$ cat src/rtl/spi_master_rw16_if.sv
// Command, status and SPI pin bundle between the SPI master and its user/slave side.
interface spi_master_rw16_if;
  logic        start;
  logic        rw;
  logic [6:0]  addr;
  logic [7:0]  wdata;
  logic        busy;
  logic        done;
  logic [7:0]  rdata;
  logic [15:0] rx_word;
  logic        ss_n;
  logic        sclk;
  logic        mosi;
  logic        miso;

  modport master (
    input  start, rw, addr, wdata, miso,
    output busy, done, rdata, rx_word, ss_n, sclk, mosi
  );

  modport slave (
    output start, rw, addr, wdata, miso,
    input  busy, done, rdata, rx_word, ss_n, sclk, mosi
  );
endinterface

$ cat src/rtl/spi_master_rw16.sv
// SPI mode-0 master for 16-bit {rw,addr,data} frames, MSB first; done 1+SETUP_CYC+32*CLK_DIV+HOLD_CYC
// cycles after start; start is only sampled in IDLE, so requests while busy are dropped, never queued.
module spi_master_rw16 #(
  parameter int CLK_DIV   = 4,
  parameter int SETUP_CYC = 2,
  parameter int HOLD_CYC  = 2,
  parameter int GAP_CYC   = 4
) (
  input  logic             clk,
  input  logic             rst,
  spi_master_rw16_if.master bus
);

  typedef enum logic [2:0] {IDLE, SETUP, XFER, HOLD, GAP} state_t;

  localparam logic [15:0] DIV_LAST   = 16'(CLK_DIV - 1);
  localparam logic [15:0] SETUP_LAST = 16'(SETUP_CYC - 1);
  localparam logic [15:0] HOLD_LAST  = 16'(HOLD_CYC - 1);
  localparam logic [15:0] GAP_LAST   = 16'(GAP_CYC - 1);

  state_t      state_q, state_d;
  logic [15:0] cnt_q, cnt_d;
  logic [3:0]  bit_q, bit_d;
  logic        phase_q, phase_d;
  logic [15:0] tx_q, tx_d;
  logic [15:0] rx_q, rx_d;
  logic        ss_n_q, ss_n_d;
  logic        sclk_q, sclk_d;
  logic        mosi_q, mosi_d;
  logic        busy_q, busy_d;
  logic        done_q, done_d;
  logic [7:0]  rdata_q, rdata_d;
  logic [15:0] rx_word_q, rx_word_d;

  always_ff @(posedge clk or posedge rst) begin
    if (rst) begin
      state_q   <= IDLE;
      cnt_q     <= '0;
      bit_q     <= '0;
      phase_q   <= 1'b0;
      tx_q      <= '0;
      rx_q      <= '0;
      ss_n_q    <= 1'b1;
      sclk_q    <= 1'b0;
      mosi_q    <= 1'b0;
      busy_q    <= 1'b0;
      done_q    <= 1'b0;
      rdata_q   <= '0;
      rx_word_q <= '0;
    end else begin
      state_q   <= state_d;
      cnt_q     <= cnt_d;
      bit_q     <= bit_d;
      phase_q   <= phase_d;
      tx_q      <= tx_d;
      rx_q      <= rx_d;
      ss_n_q    <= ss_n_d;
      sclk_q    <= sclk_d;
      mosi_q    <= mosi_d;
      busy_q    <= busy_d;
      done_q    <= done_d;
      rdata_q   <= rdata_d;
      rx_word_q <= rx_word_d;
    end
  end

  always_comb begin
    state_d   = state_q;
    cnt_d     = cnt_q;
    bit_d     = bit_q;
    phase_d   = phase_q;
    tx_d      = tx_q;
    rx_d      = rx_q;
    ss_n_d    = ss_n_q;
    sclk_d    = sclk_q;
    mosi_d    = mosi_q;
    busy_d    = busy_q;
    done_d    = 1'b0;
    rdata_d   = rdata_q;
    rx_word_d = rx_word_q;

    case (state_q)
      IDLE: begin
        if (bus.start) begin
          tx_d    = {bus.rw, bus.addr, bus.rw ? bus.wdata : 8'h00};
          ss_n_d  = 1'b0;
          mosi_d  = bus.rw;
          busy_d  = 1'b1;
          bit_d   = 4'd15;
          cnt_d   = '0;
          phase_d = 1'b0;
          state_d = SETUP;
        end
      end
      SETUP: begin
        if (cnt_q == SETUP_LAST) begin
          cnt_d   = '0;
          state_d = XFER;
        end else begin
          cnt_d = cnt_q + 16'd1;
        end
      end
      XFER: begin
        if (cnt_q != DIV_LAST) begin
          cnt_d = cnt_q + 16'd1;
        end else begin
          cnt_d = '0;
          if (!phase_q) begin
            sclk_d  = 1'b1;
            phase_d = 1'b1;
          end else begin
            // Last clk of the high phase: slave data is settled; mosi moves together with the sclk fall.
            rx_d    = {rx_q[14:0], bus.miso};
            sclk_d  = 1'b0;
            phase_d = 1'b0;
            if (bit_q == 4'd0) begin
              mosi_d  = 1'b0;
              state_d = HOLD;
            end else begin
              bit_d  = bit_q - 4'd1;
              mosi_d = tx_q[bit_q - 4'd1];
            end
          end
        end
      end
      HOLD: begin
        if (cnt_q == HOLD_LAST) begin
          cnt_d     = '0;
          ss_n_d    = 1'b1;
          done_d    = 1'b1;
          rdata_d   = rx_q[7:0];
          rx_word_d = rx_q;
          state_d   = GAP;
        end else begin
          cnt_d = cnt_q + 16'd1;
        end
      end
      GAP: begin
        if (cnt_q == GAP_LAST) begin
          cnt_d   = '0;
          busy_d  = 1'b0;
          state_d = IDLE;
        end else begin
          cnt_d = cnt_q + 16'd1;
        end
      end
      default: state_d = IDLE;
    endcase
  end

  assign bus.ss_n    = ss_n_q;
  assign bus.sclk    = sclk_q;
  assign bus.mosi    = mosi_q;
  assign bus.busy    = busy_q;
  assign bus.done    = done_q;
  assign bus.rdata   = rdata_q;
  assign bus.rx_word = rx_word_q;

endmodule
$ cat src/flat_wrapper.sv
// flat-port wrapper written by rule: the top's interface ports become plain ports
module spi_master_rw16_flat 
#(
  parameter int CLK_DIV   = 4,
  parameter int SETUP_CYC = 2,
  parameter int HOLD_CYC  = 2,
  parameter int GAP_CYC   = 4
)
  (clk, rst, bus_start, bus_rw, bus_addr, bus_wdata, bus_miso, bus_busy, bus_done, bus_rdata, bus_rx_word, bus_ss_n, bus_sclk, bus_mosi);
  spi_master_rw16_if bus_i ();
  input  logic clk;
  input  logic rst;
  input wire logic [$bits(bus_i.start)-1:0] bus_start;
  input wire logic [$bits(bus_i.rw)-1:0] bus_rw;
  input wire logic [$bits(bus_i.addr)-1:0] bus_addr;
  input wire logic [$bits(bus_i.wdata)-1:0] bus_wdata;
  input wire logic [$bits(bus_i.miso)-1:0] bus_miso;
  output wire logic [$bits(bus_i.busy)-1:0] bus_busy;
  output wire logic [$bits(bus_i.done)-1:0] bus_done;
  output wire logic [$bits(bus_i.rdata)-1:0] bus_rdata;
  output wire logic [$bits(bus_i.rx_word)-1:0] bus_rx_word;
  output wire logic [$bits(bus_i.ss_n)-1:0] bus_ss_n;
  output wire logic [$bits(bus_i.sclk)-1:0] bus_sclk;
  output wire logic [$bits(bus_i.mosi)-1:0] bus_mosi;
  assign bus_i.start = bus_start;
  assign bus_i.rw = bus_rw;
  assign bus_i.addr = bus_addr;
  assign bus_i.wdata = bus_wdata;
  assign bus_i.miso = bus_miso;
  assign bus_busy = bus_i.busy;
  assign bus_done = bus_i.done;
  assign bus_rdata = bus_i.rdata;
  assign bus_rx_word = bus_i.rx_word;
  assign bus_ss_n = bus_i.ss_n;
  assign bus_sclk = bus_i.sclk;
  assign bus_mosi = bus_i.mosi;
  spi_master_rw16 #(.CLK_DIV(CLK_DIV), .SETUP_CYC(SETUP_CYC), .HOLD_CYC(HOLD_CYC), .GAP_CYC(GAP_CYC)) u_core (.clk(clk), .rst(rst), .bus(bus_i));
endmodule
$ cat config.mk
export PLATFORM = sky130hd
export DESIGN_NAME = spi_master_rw16_flat
export DESIGN_NICKNAME = d
export VERILOG_FILES = /design/src/rtl/spi_master_rw16_if.sv /design/src/rtl/spi_master_rw16.sv /design/src/flat_wrapper.sv
export SDC_FILE = /design/constraint.sdc
export NUM_CORES = 1
export LEC_CHECK = 0
export BUFFER_PORTS_ARGS = -buffer_cell sky130_fd_sc_hd__buf_2
export CAP_MARGIN = 40
export CELL_PAD_IN_SITES_DETAIL_PLACEMENT = 0
export CELL_PAD_IN_SITES_GLOBAL_PLACEMENT = 1
export CORE_MARGIN = 2
export CORE_UTILIZATION = 45
export DETAILED_ROUTE_END_ITERATION = 7
export PLACE_DENSITY_LB_ADDON = 0.15
export SYNTH_ARGS = -nofsm -noshare
export SYNTH_HDL_FRONTEND = slang
export SYNTH_SLANG_ARGS = --single-unit
$ cat constraint.sdc
create_clock -name clk -period 3.1 [get_ports clk]
set_input_delay 0.62 -clock clk [delete_from_list [all_inputs] [get_ports clk]]
set_output_delay 0.62 -clock clk [all_outputs]
set_load 0.1 [all_outputs]
==> impl_metrics.yaml <==
die:
  io_pins: 49
  die_h_um: 93.3
  core_area_sq_um: 7730
  die_w_um: 93.3
  dieArea_sq_um: 8700
  rows: 32
  initial_core_util_pct: 46.4
finish:
  antennaDiodeCount: 0
  fin_cells: 487
  fin_util_pct: 53.1
  syn_to_final_growth_pct: 14.4
  nNetsFinal: 403
  design_area_sq_um: 4100
  drive_gt1_share_pct: 30.6
critical_path:
  crit_arrival_ns: 2.85
  crit_required_ns: 3.33
  end_kind: "flip-flop"
  slowest_stage: "or4b_1"
  timing.setup.critical_path_class: "reg -> reg"
  crit_family: "simple AND/OR/NAND/NOR gates"
  critical_path_buf_inv_count: 1
  crit_path_cell_trace: "or4_1, or4b_1, nor4_4, buf_4, mux2_2"
  start_kind: "flip-flop"
  cpPeakStageDelay_ns: 0.65
  worstPathMaxFanout: 18
yosys:
  syn_avg_cell_area_sq_um: 10.8
  synthFlopType: "dfrtp_1"
  syn-num-nets: 354
  syn_inst: 331
  synth_top_cell_by_area: "dfrtp_1"
  synth_edf_count: 0
  synth_common_cells: "dfrtp_1 (76), nand2_1 (65), mux2_2 (32), nor2_1 (22), nand3_1 (15)"
  synthesis.area_sq_um: 3590
  synthDominantCellAreaShare_pct: 53.0
  yosysWarnings: 0
  ys_ff_latch: 77
  seq_area_frac_synth_pct: 53.8
  ys_types: 40
  async_reset_ff_share_pct: 100
  ys_top_cells_by_area: "dfrtp_1 (53%), mux2_2 (10%), nand2_1 (6.8%), mux4_2 (3.1%), xor2_1 (2.7%)"
  synth_most_common_cell: "dfrtp_1"
placement:
  dp_hpwl_um: 4930
  port_buffers: 48
  dp_cells: 471
  place_ws_ns: 0.464
  gp_congestion: 0.731
  dpl_cell_area_sq_um: 3900
timing:
  rsz0062_at_grt: "false"
  post-route-period-util_pct: 84.5
  slew_headroom_pct: 42.0
  clock.fmax_ghz: 0.382
  setup_tns_ns: 0
  drv_slew: 0
  hold_viol: 0
  skew_ns: 0.0102
  fin_crit_ns: 2.62
  timing.final.ws_setup_ns: 0.479
  setup_viol: 0
  worstMarginPinSlew_ns: 0.858
pwr:
  p_sw_w: 0.00124
  p_leak_nw: 2.10
  powerDensity_nw_per_um2: 760
  p_int_w: 0.00187
  p_comb_share_pct: 33.1
  power_frac_seq_pct: 42.1
  swShare_pct: 39.9
  pwr-share-clk_pct: 24.8
  vdd_drop_max_v: 0.000439
clocking:
  cts_sinks: 77
  cts_tree: "built"
  cts_htree_levels: 3
  cts-root-buf: "clkbuf_8"
  numCtsBuffers: 9
  cts_hold_buf: 0
  cts_setup_buffers: 0
  worstSkewPairLatency_ns: 0.34
  cts_buffer_depth: 2
  post_cts_resized: 0
  cts.clk_slew.worst_paths_ns: 0.09
detailed_routing:
  drt_wl_total_um: 7110
  vias: 2539
  ant_nets: 0
  drc_errors: 0
  drtPass1Iterations: 4
  wl_per_cell_um: 14.6
  drt_iter0_drc: 132
  via_per_inst: 5.21
run_status:
  status: "complete, no violations"
run:
  drv_cap: 0
grt:
  antenna_found_initial: 0
  grt_max_degree: 40
  grt_overflow: 0
  grt_pass1_wl_um: 12300
  grt_usage_pct: 18.0
  grt_pass1_vias: 2563
worst_hold_path:
  worstHoldPathType: "in -> async"
[layout by cell type (no fill, tap or decap), drive strengths merged, types with 7 or more instances in the layout]
master	count
buf	56
clkbuf	9
dfrtp	76
inv	12
mux2	32
nand2	65
nand3	15
nand4	8
nor2	22
nor3	10
o21ai	7
xor2	11
[final timing paths]
| kind | startpoint | endpoint | slack [ns] | cells past startpoint |
|---|---|---|---|---|
| max in group asynchronous | rst | u_core.bus.ss_n$_DFFE_PP1P_ | 2.35 | 3 |
| min in group clk | bus_addr[1] | u_core.tx_q[9]$_DFFE_PP0P_ | 0.46 | 3 |
| setup reg to reg | u_core.cnt_q[6]$_DFFE_PP0P_ | u_core.bus.rx_word[15]$_DFFE_PP0P_ | 0.48 | 5 |
| hold reg to reg | u_core.tx_q[2]$_DFFE_PP0P_ | u_core.tx_q[2]$_DFFE_PP0P_ | 0.47 | 2 |
| hold / removal | rst | u_core.bus.rx_word[7]$_DFFE_PP0P_ | 0.38 | 3 |
| setup / recovery | u_core.cnt_q[6]$_DFFE_PP0P_ | u_core.bus.rx_word[15]$_DFFE_PP0P_ | 0.48 | 5 |
[cells by family after synthesis]
kind of cell    synth area share (%)
flops                           53.8
buf+inv                         4.19
compound gates                  5.55
simple gates                    18.8
fa+ha+maj                       1.05
mux                             13.5
xor+xnor                        3.18
[flip-flops by register name (all words and copies together) (netlist names), 3 cells and up]
| register | cells |
|---|---|
| u_core.cnt_q | 16 |
| u_core.state_q | 3 |
| u_core.bus.rdata | 7 |
| u_core.bus.rx_word | 9 |
| u_core.tx_q | 16 |
| u_core.bit_q | 4 |
| u_core.rx_q | 16 |
[per-stage QoR]
| step | hold WS (ns) | total power [W] |
|---|---|---|
| finish | 0.378 | 0.00312 |
| global route | 0.414 | 0.00333 |
| CTS | 0.375 | 0.00315 |
| detailed placement | 0.452 | 0.00236 |
| global placement | 0.446 | 0.00233 |
| floorplan | 0.433 | 0.00212 |
[power groups by stage]
stage / registers, W / logic [W] / clock network (W)
finish: 0.00131 / 0.00103 / 0.000772
global route: 0.00134 / 0.00114 / 0.000844
CTS: 0.00131 / 0.00104 / 0.000799
detailed placement: 0.00133 / 0.00103 / 0
global placement: 0.00132 / 0.00101 / 0
floorplan: 0.00142 / 0.000691 / 0
[per-layer routing]
layer  up-vias  global-route usage [%]  share of wire (%)
met5         -                       0                  0
met4         0                    7.35               0.91
met3         5                    3.63                3.5
met2        34                    27.5                 46
met1      1261                    25.3                 50
li1       1239                       -                  -
[tightest hold or removal path, cell delays in order]
cell,delay [ns]
buf_2,0.10
inv_2,0.04
buf_4,0.40
[cell type report]
class | count | area [sq um]
clock buffer | 9 | 124
clock inverter | 7 | 80.1
fill | 718 | 3630
inverter | 9 | 33.8
multi-input combinational | 227 | 1510
sequential | 77 | 1930
tap | 102 | 128
timing repair buffer | 56 | 300
Note: power is estimated with default switching activity, not from simulation.
